[src/rtl/sw_pkg.sv]
// Shared defaults and the per-bit debounce state type for the switch conditioner.
package sw_pkg;

  localparam int SW_WIDTH_DEF = 4;

  typedef enum logic {
    IDLE  = 1'b0,
    COUNT = 1'b1
  } db_state_t;

endpackage

[src/rtl/sw_debounce_bit.sv]
// One switch bit: two-flop synchronizer followed by a tick-sampled stability counter.
module sw_debounce_bit
  import sw_pkg::*;
#(
  parameter int STABLE_CNT = 4
) (
  input  logic clk,
  input  logic rst_n,
  input  logic tick,
  input  logic raw,
  output logic sw,
  output logic rise,
  output logic fall
);

  localparam int CNT_W = $clog2(STABLE_CNT);
  localparam logic [CNT_W-1:0] CNT_LAST = CNT_W'(STABLE_CNT - 1);

  logic             sync_p0;
  logic             sync_p1;
  db_state_t        state;
  db_state_t        state_nxt;
  logic [CNT_W-1:0] cnt;
  logic [CNT_W-1:0] cnt_nxt;
  logic             sw_nxt;
  logic             rise_nxt;
  logic             fall_nxt;

  // synchronizer stage boundary: raw -> sync_p0 -> sync_p1
  always_ff @(posedge clk or negedge rst_n) begin
    if (!rst_n) begin
      sync_p0 <= 1'b0;
      sync_p1 <= 1'b0;
    end else begin
      sync_p0 <= raw;
      sync_p1 <= sync_p0;
    end
  end

  always_ff @(posedge clk or negedge rst_n) begin
    if (!rst_n) begin
      state <= IDLE;
      cnt   <= '0;
      sw    <= 1'b0;
      rise  <= 1'b0;
      fall  <= 1'b0;
    end else begin
      state <= state_nxt;
      cnt   <= cnt_nxt;
      sw    <= sw_nxt;
      rise  <= rise_nxt;
      fall  <= fall_nxt;
    end
  end

  // Edge pulses are registered alongside sw so they appear in the first cycle of the new level.
  always_comb begin
    state_nxt = state;
    cnt_nxt   = cnt;
    sw_nxt    = sw;
    rise_nxt  = 1'b0;
    fall_nxt  = 1'b0;
    if (tick) begin
      case (state)
        IDLE: begin
          if (sync_p1 != sw) begin
            state_nxt = COUNT;
            cnt_nxt   = CNT_W'(1);
          end
        end
        COUNT: begin
          if (sync_p1 == sw) begin
            state_nxt = IDLE;
            cnt_nxt   = '0;
          end else if (cnt == CNT_LAST) begin
            state_nxt = IDLE;
            cnt_nxt   = '0;
            sw_nxt    = sync_p1;
            rise_nxt  = sync_p1;
            fall_nxt  = ~sync_p1;
          end else begin
            cnt_nxt = cnt + CNT_W'(1);
          end
        end
        default: begin
          state_nxt = IDLE;
          cnt_nxt   = '0;
        end
      endcase
    end
  end

endmodule

[src/rtl/sw_debounce.sv]
// Multi-bit switch debouncer: one shared sample-tick prescaler feeding WIDTH per-bit conditioners.
module sw_debounce
  import sw_pkg::*;
#(
  parameter int WIDTH      = SW_WIDTH_DEF,
  parameter int TICK_DIV   = 100000,
  parameter int STABLE_CNT = 4
) (
  input  logic             clk,
  input  logic             rst_n,
  input  logic [WIDTH-1:0] sw_raw,
  output logic [WIDTH-1:0] sw,
  output logic [WIDTH-1:0] sw_rise,
  output logic [WIDTH-1:0] sw_fall,
  output logic             any_on
);

  localparam int DIV_W = $clog2(TICK_DIV);
  localparam logic [DIV_W-1:0] DIV_LAST = DIV_W'(TICK_DIV - 1);

  logic [DIV_W-1:0] div_cnt;
  logic             tick;

  always_ff @(posedge clk or negedge rst_n) begin
    if (!rst_n) begin
      div_cnt <= '0;
    end else if (div_cnt == DIV_LAST) begin
      div_cnt <= '0;
    end else begin
      div_cnt <= div_cnt + DIV_W'(1);
    end
  end

  assign tick = (div_cnt == DIV_LAST);

  for (genvar i = 0; i < WIDTH; i++) begin : g_bit
    sw_debounce_bit #(
      .STABLE_CNT(STABLE_CNT)
    ) u_bit (
      .clk  (clk),
      .rst_n(rst_n),
      .tick (tick),
      .raw  (sw_raw[i]),
      .sw   (sw[i]),
      .rise (sw_rise[i]),
      .fall (sw_fall[i])
    );
  end

  assign any_on = |sw;

endmodule
[config.mk]
export PLATFORM = sky130hd
export DESIGN_NAME = sw_debounce
export DESIGN_NICKNAME = d
export VERILOG_FILES = /design/src/rtl/sw_pkg.sv /design/src/rtl/sw_debounce_bit.sv /design/src/rtl/sw_debounce.sv
export SDC_FILE = /design/constraint.sdc
export NUM_CORES = 1
export LEC_CHECK = 0
export CORE_AREA = 2 2 84 86
export DETAILED_ROUTE_END_ITERATION = 8
export DIE_AREA = 0 0 86 88
export SYNTH_ARGS = -nofsm -noshare
export SYNTH_HDL_FRONTEND = slang
export SYNTH_SLANG_ARGS = --single-unit
[constraint.sdc]
create_clock -name clk -period 2.1 [get_ports clk]
set_input_delay 0.42 -clock clk [delete_from_list [all_inputs] [get_ports clk]]
set_output_delay 0.42 -clock clk [all_outputs]
set_load 0.005 [all_outputs]
== After elaboration in Yosys (flattened, before gate mapping) ==
Index checks and enable logic that the tools add are counted.

* Output and inout bits: 13
* Register bits after elaboration: 49
* Input port bits: 6

* Eq/ne operators: 17
* Reductions and logical operators: 9
* Bitwise gates (word level): 12
* Multiplexer cells: 65
* Add/subtract/negate cells: 5

{| class="wikitable"
|+ Operator list
! operator !! count
|-
| 2-to-1 mux 1 bit || 44
|-
| 2-to-1 mux 2 bit || 12
|-
| adder 17 x 1 -> 17 bit, second input constant || 1
|-
| equality test 17 bit, second input constant || 1
|-
| 2-to-1 mux 17 bit || 1
|-
| case mux 2 bit (2 select lines) || 4
|-
| AND reduction 4 bit || 4
|-
| inverter 1 bit || 12
|-
| adder 2 x 1 -> 2 bit, second input constant || 4
|-
| equality test 2 bit, second input constant || 4
|-
| != test 2 x 1 -> 1 bit, second input constant || 4
|-
| case mux 1 bit (2 select lines) || 4
|-
| AND reduction 2 bit || 4
|-
| equality test 1 bit || 4
|-
| != test 1 bit || 4
|-
| OR reduction 4 bit || 1
|}

== Depth between registers and ports, before layout ==
* Word-level depth: 5
* Depth in mapped cells: 9
* Gate-level depth less buffers: 5

== Modules after synthesis ==
Synthesis repeated with hierarchy kept, for this count alone.

* Cell total of the unflattened synthesis: 167
* Area total of the unflattened synthesis: 2107.0 um2

{| class="wikitable"
|+ Modules (own cells, without submodules)
! module !! instances !! area an instance (um2) !! cells each
|-
| sw_debounce_bit || 4 || 326.6 || 23
|-
| sw_debounce || 1 || 800.8 || 75
|}

== Worst setup path after synthesis ==
Ideal clock, no wire load.

* Kind: register to register
* Start: reg div_cnt[0]
* End: reg g_bit[1].u_bit.sw
* Cell stages (with the launch flop): 8
* Period minus slack after synthesis: 1.768 ns
* Arrival time: 1.643 ns
* Path buffers: 2
* Required time: 1.975 ns
* Path slack: 0.332 ns
* Cells stage by stage: dfrtp_1 ha_1 and4_1 buf_4 and4_1 buf_6 nand3_2 mux2_4

* Longest elaborated chain between the ends: 2

{| class="wikitable"
|+ Ends and longest elaborated chain
! item !! line !! RTL
|-
| from (decl) || sw_debounce.sv:21 || <nowiki>logic [DIV_W-1:0] div_cnt;</nowiki>
|-
| from (signal assigned) || sw_debounce.sv:30 || <nowiki>div_cnt <= div_cnt + DIV_W'(1);</nowiki>
|-
| equality test 17 bit || sw_debounce.sv:34 || <nowiki>assign tick = (div_cnt == DIV_LAST);</nowiki>
|-
| AND reduction 4 bit (no line) || n/a ||
|-
| to (signal assigned) || sw_debounce_bit.sv:50 || <nowiki>sw <= sw_nxt;</nowiki>
|-
| to (decl) || sw_debounce_bit.sv:11 || <nowiki>output logic sw,</nowiki>
|}

No other way between the ends.
A chain may end at the register's enable or synchronous reset.

== Final worst setup path ==
* Start: reg g_bit[2].u_bit.sw
* End: out any_on

* Longest elaborated chain between the ends: 1

{| class="wikitable"
|+ Ends and longest elaborated chain
! item !! line !! RTL
|-
| from (decl) || sw_debounce_bit.sv:11 ||
|-
| from (signal assigned) || sw_debounce_bit.sv:50 ||
|-
| OR reduction 4 bit || sw_debounce.sv:50 || <nowiki>assign any_on = |sw;</nowiki>
|-
| to (decl) || sw_debounce.sv:15 || <nowiki>output logic any_on</nowiki>
|}

No other way between the ends.

==> metrics.txt <==
f_max around 520 MHz; critical path arrival 1.49 ns; I/O pins 19; status finished, final reports clean; Slew @ Worst Pin a little over 0.6 ns; Initial Util 33.2%; routed length on met2 1600 um; Max Buffers Root-to-Sink 2; Multi-input gate area 837 um2; slowest CP cell or4_1; final WL 3420 um; Routed Antenna Nets 0; reg2reg start div_cnt[0]$_DFF_PN0_; FF-to-FF setup slack 0.20 ns; CTS clk-pin slew, worst paths 0.09 ns; Core Footprint 6640 um2; final setup violation count 0; Async SR Flop Fraction between 90% and 100%; Final min period between 1.5 and 2 ns; vias per inst 4.89; register area share after synthesis 55.6%; Root Driver clkbuf_8; # diodes 0; Power Density 666 nW/um2; register area 1230 um2; CTS H-tree lvls 2; unrepaired setup endpoints after global routing false; via count 1399; Worst-Skew Late Latency 0.30 ns; area growth from synthesis to layout 14.6%; Initial DRC Count 104; crit share post-route between 90% and 100%; max cap viols 0; critical path fanouts, max 2; first-pass GRT wire length approximately 6000 um; Synth Register Bits 49; met3 wire length 150 um; Yosys cell types 33; Crit. End Element primary output; CTS buffer count 5; Final GP Congestion approximately 0.76; Final Net Count 216; Setup Skew 0.00552 ns; hold buffers post-CTS 0; Avg Synthesized Cell Area around 12 um2; Final Hold Viols 0; hpwl dp between 2000 and 2500 um; total global routing track utilization 9.88%; initial antenna violation count 0; Startpoint Class flip-flop; M1 WL 1620 um; max-slew violations 0; most frequent cells in the layout dfrtp_1, nand2_1, clkdlybuf4s50_1, nand3_1, o21ai_0; number of port buffers 18; Clock Sink Count ~50; DR WL/cell 12.0 um; drt pass-1 iters 4; slowest stage delay, CP 0.50 ns; R2R depth 6; CTS tree built; number of core rows 30; synthesized area 2210 um2; largest net degree at the start of global routing 50; Buf+Inv Stages, Crit Path 1; Filler Cells Inserted 648; total grt overflow 0; Synth Flop Type dfrtp_1; top layer in use met4; IR drop worst, VDD 0.292 mV; critical path class reg2out; total power around 1700 uW; layout cells sized above 1 around 15%; Crit path max-delay family simple AND/OR/NAND/NOR gates; hold crit path type in2async; Die Wd roughly 86 um; Mapped Cells 190; number of synthesized flops with an enable pin 0; Leak about 0.0011 uW; Sum Neg Setup Slack 0 ns; Syn Nets 201; die area 7570 um2; Cell Chain, Critical Path or4_1 -> dlygate4sd2_1; Req. time, crit path 1.68 ns; leading cell type in the layout, fill and taps excluded dfrtp_1; Die Y 88 um; Syn. warnings 0; Slew headroom between 50% and 60%; RR Endpoint g_bit[0].u_bit.sw$_DFFE_PN0P_; vias in the first global route about 1300; DRC 0
-- stage by stage --
step	hold WS, ns	util (%)	setup WS (ns)	instances	area, um2
after global routing	0.261	38.0	0.0399	286	2530
after floorplan	0.124	-	0.332	190	2210
after detailed placement	0.336	36.0	0.173	276	2390
final	0.210	38.0	0.185	286	2530
after CTS	0.234	38.0	0.166	286	2530
after global placement	0.335	36.0	0.229	276	2390
-- how the worst max path moves through the flow --
stage          slack (ns)  cells after the start                       endpoint                          start
5_1_grt              0.04                      6  g_bit[0].u_bit.sw$_DFFE_PN0P_           div_cnt[0]$_DFF_PN0_
4_1_cts              0.17                      6  g_bit[0].u_bit.sw$_DFFE_PN0P_           div_cnt[0]$_DFF_PN0_
3_3_place_gp         0.23                      6  g_bit[2].u_bit.sw$_DFFE_PN0P_           div_cnt[0]$_DFF_PN0_
6_report             0.19                      2                         any_on  g_bit[2].u_bit.sw$_DFFE_PN0P_
2_1_floorplan        0.33                      7  g_bit[1].u_bit.sw$_DFFE_PN0P_           div_cnt[0]$_DFF_PN0_
3_5_place_dp         0.17                      6  g_bit[0].u_bit.sw$_DFFE_PN0P_           div_cnt[0]$_DFF_PN0_
-- power by group --
group          internal, uW  switching (uW)
logic                  11.5            22.9
registers               950            5.14
clock network           387             307
-- routing by layer --
layer	track usage, %	vias up
li1	-	690
met1	12.8	681
met2	16.1	23
met3	2.92	5
met4	3.03	0
met5	0	-
-- registers in the layout, indices dropped and copies added, names as in the netlist --
signal	count
div_cnt	17
g_bit.u_bit.cnt	8
g_bit.u_bit.fall	4
g_bit.u_bit.rise	4
g_bit.u_bit.state	4
g_bit.u_bit.sw	4
g_bit.u_bit.sync_p0	4
g_bit.u_bit.sync_p1	4
-- synth_stat cells, drive strengths merged, types with 2 or more instances --
master | count | share of area, %
a21oi | 3 | 0.85
a31oi | 3 | 0.85
and4 | 4 | 1.6
buf | 16 | 6.2
dfrtp | 49 | 56
ha | 5 | 2.8
mux2 | 4 | 2.7
nand2 | 18 | 3.1
nand3 | 17 | 4.8
nand4 | 10 | 2.8
nor2 | 10 | 1.7
nor3 | 3 | 0.68
nor3b | 8 | 2.7
nor4b | 2 | 1.1
o21ai | 11 | 2.5
or3 | 2 | 0.57
xnor2 | 6 | 2.4
xor2 | 9 | 3.6
-- layout make-up --
type,count,area share (%)
Clock inverter,2,1.49
Timing Repair Buffer,25,9.46
Tap cell,80,3.96
Sequential cell,49,48.6
Multi-Input combinational cell,123,33.1
Inverter,1,0.149
Clock buffer,6,3.27
-- worst reg2reg max path: cells and delay by family, from the launching register on --
family / cells / cell delay [ns]
adder cells (fa/ha/maj): 1 / 0.23
buffers and inverters: 1 / 0.17
AND/OR/NAND/NOR: 3 / 0.69
multiplexers: 1 / 0.31
flip-flops: 1 / 0.39
-- kinds of logic after synthesis --
logic type	Yosys count	share of synthesized area, %
fa+ha+maj	5	2.84
xor+xnor	15	5.96
flops	49	55.6
compound gates	18	4.88
buf+inv	18	6.52
mux	5	3.18
simple gates	80	21.0
-- timing repair --
action / CTS / global route
buffers inserted: 2 / 0
resized for setup: 2 / 1
setup endpoints to repair: 1 / 1
No activity file was read; power rests on OpenSTA's default activity.
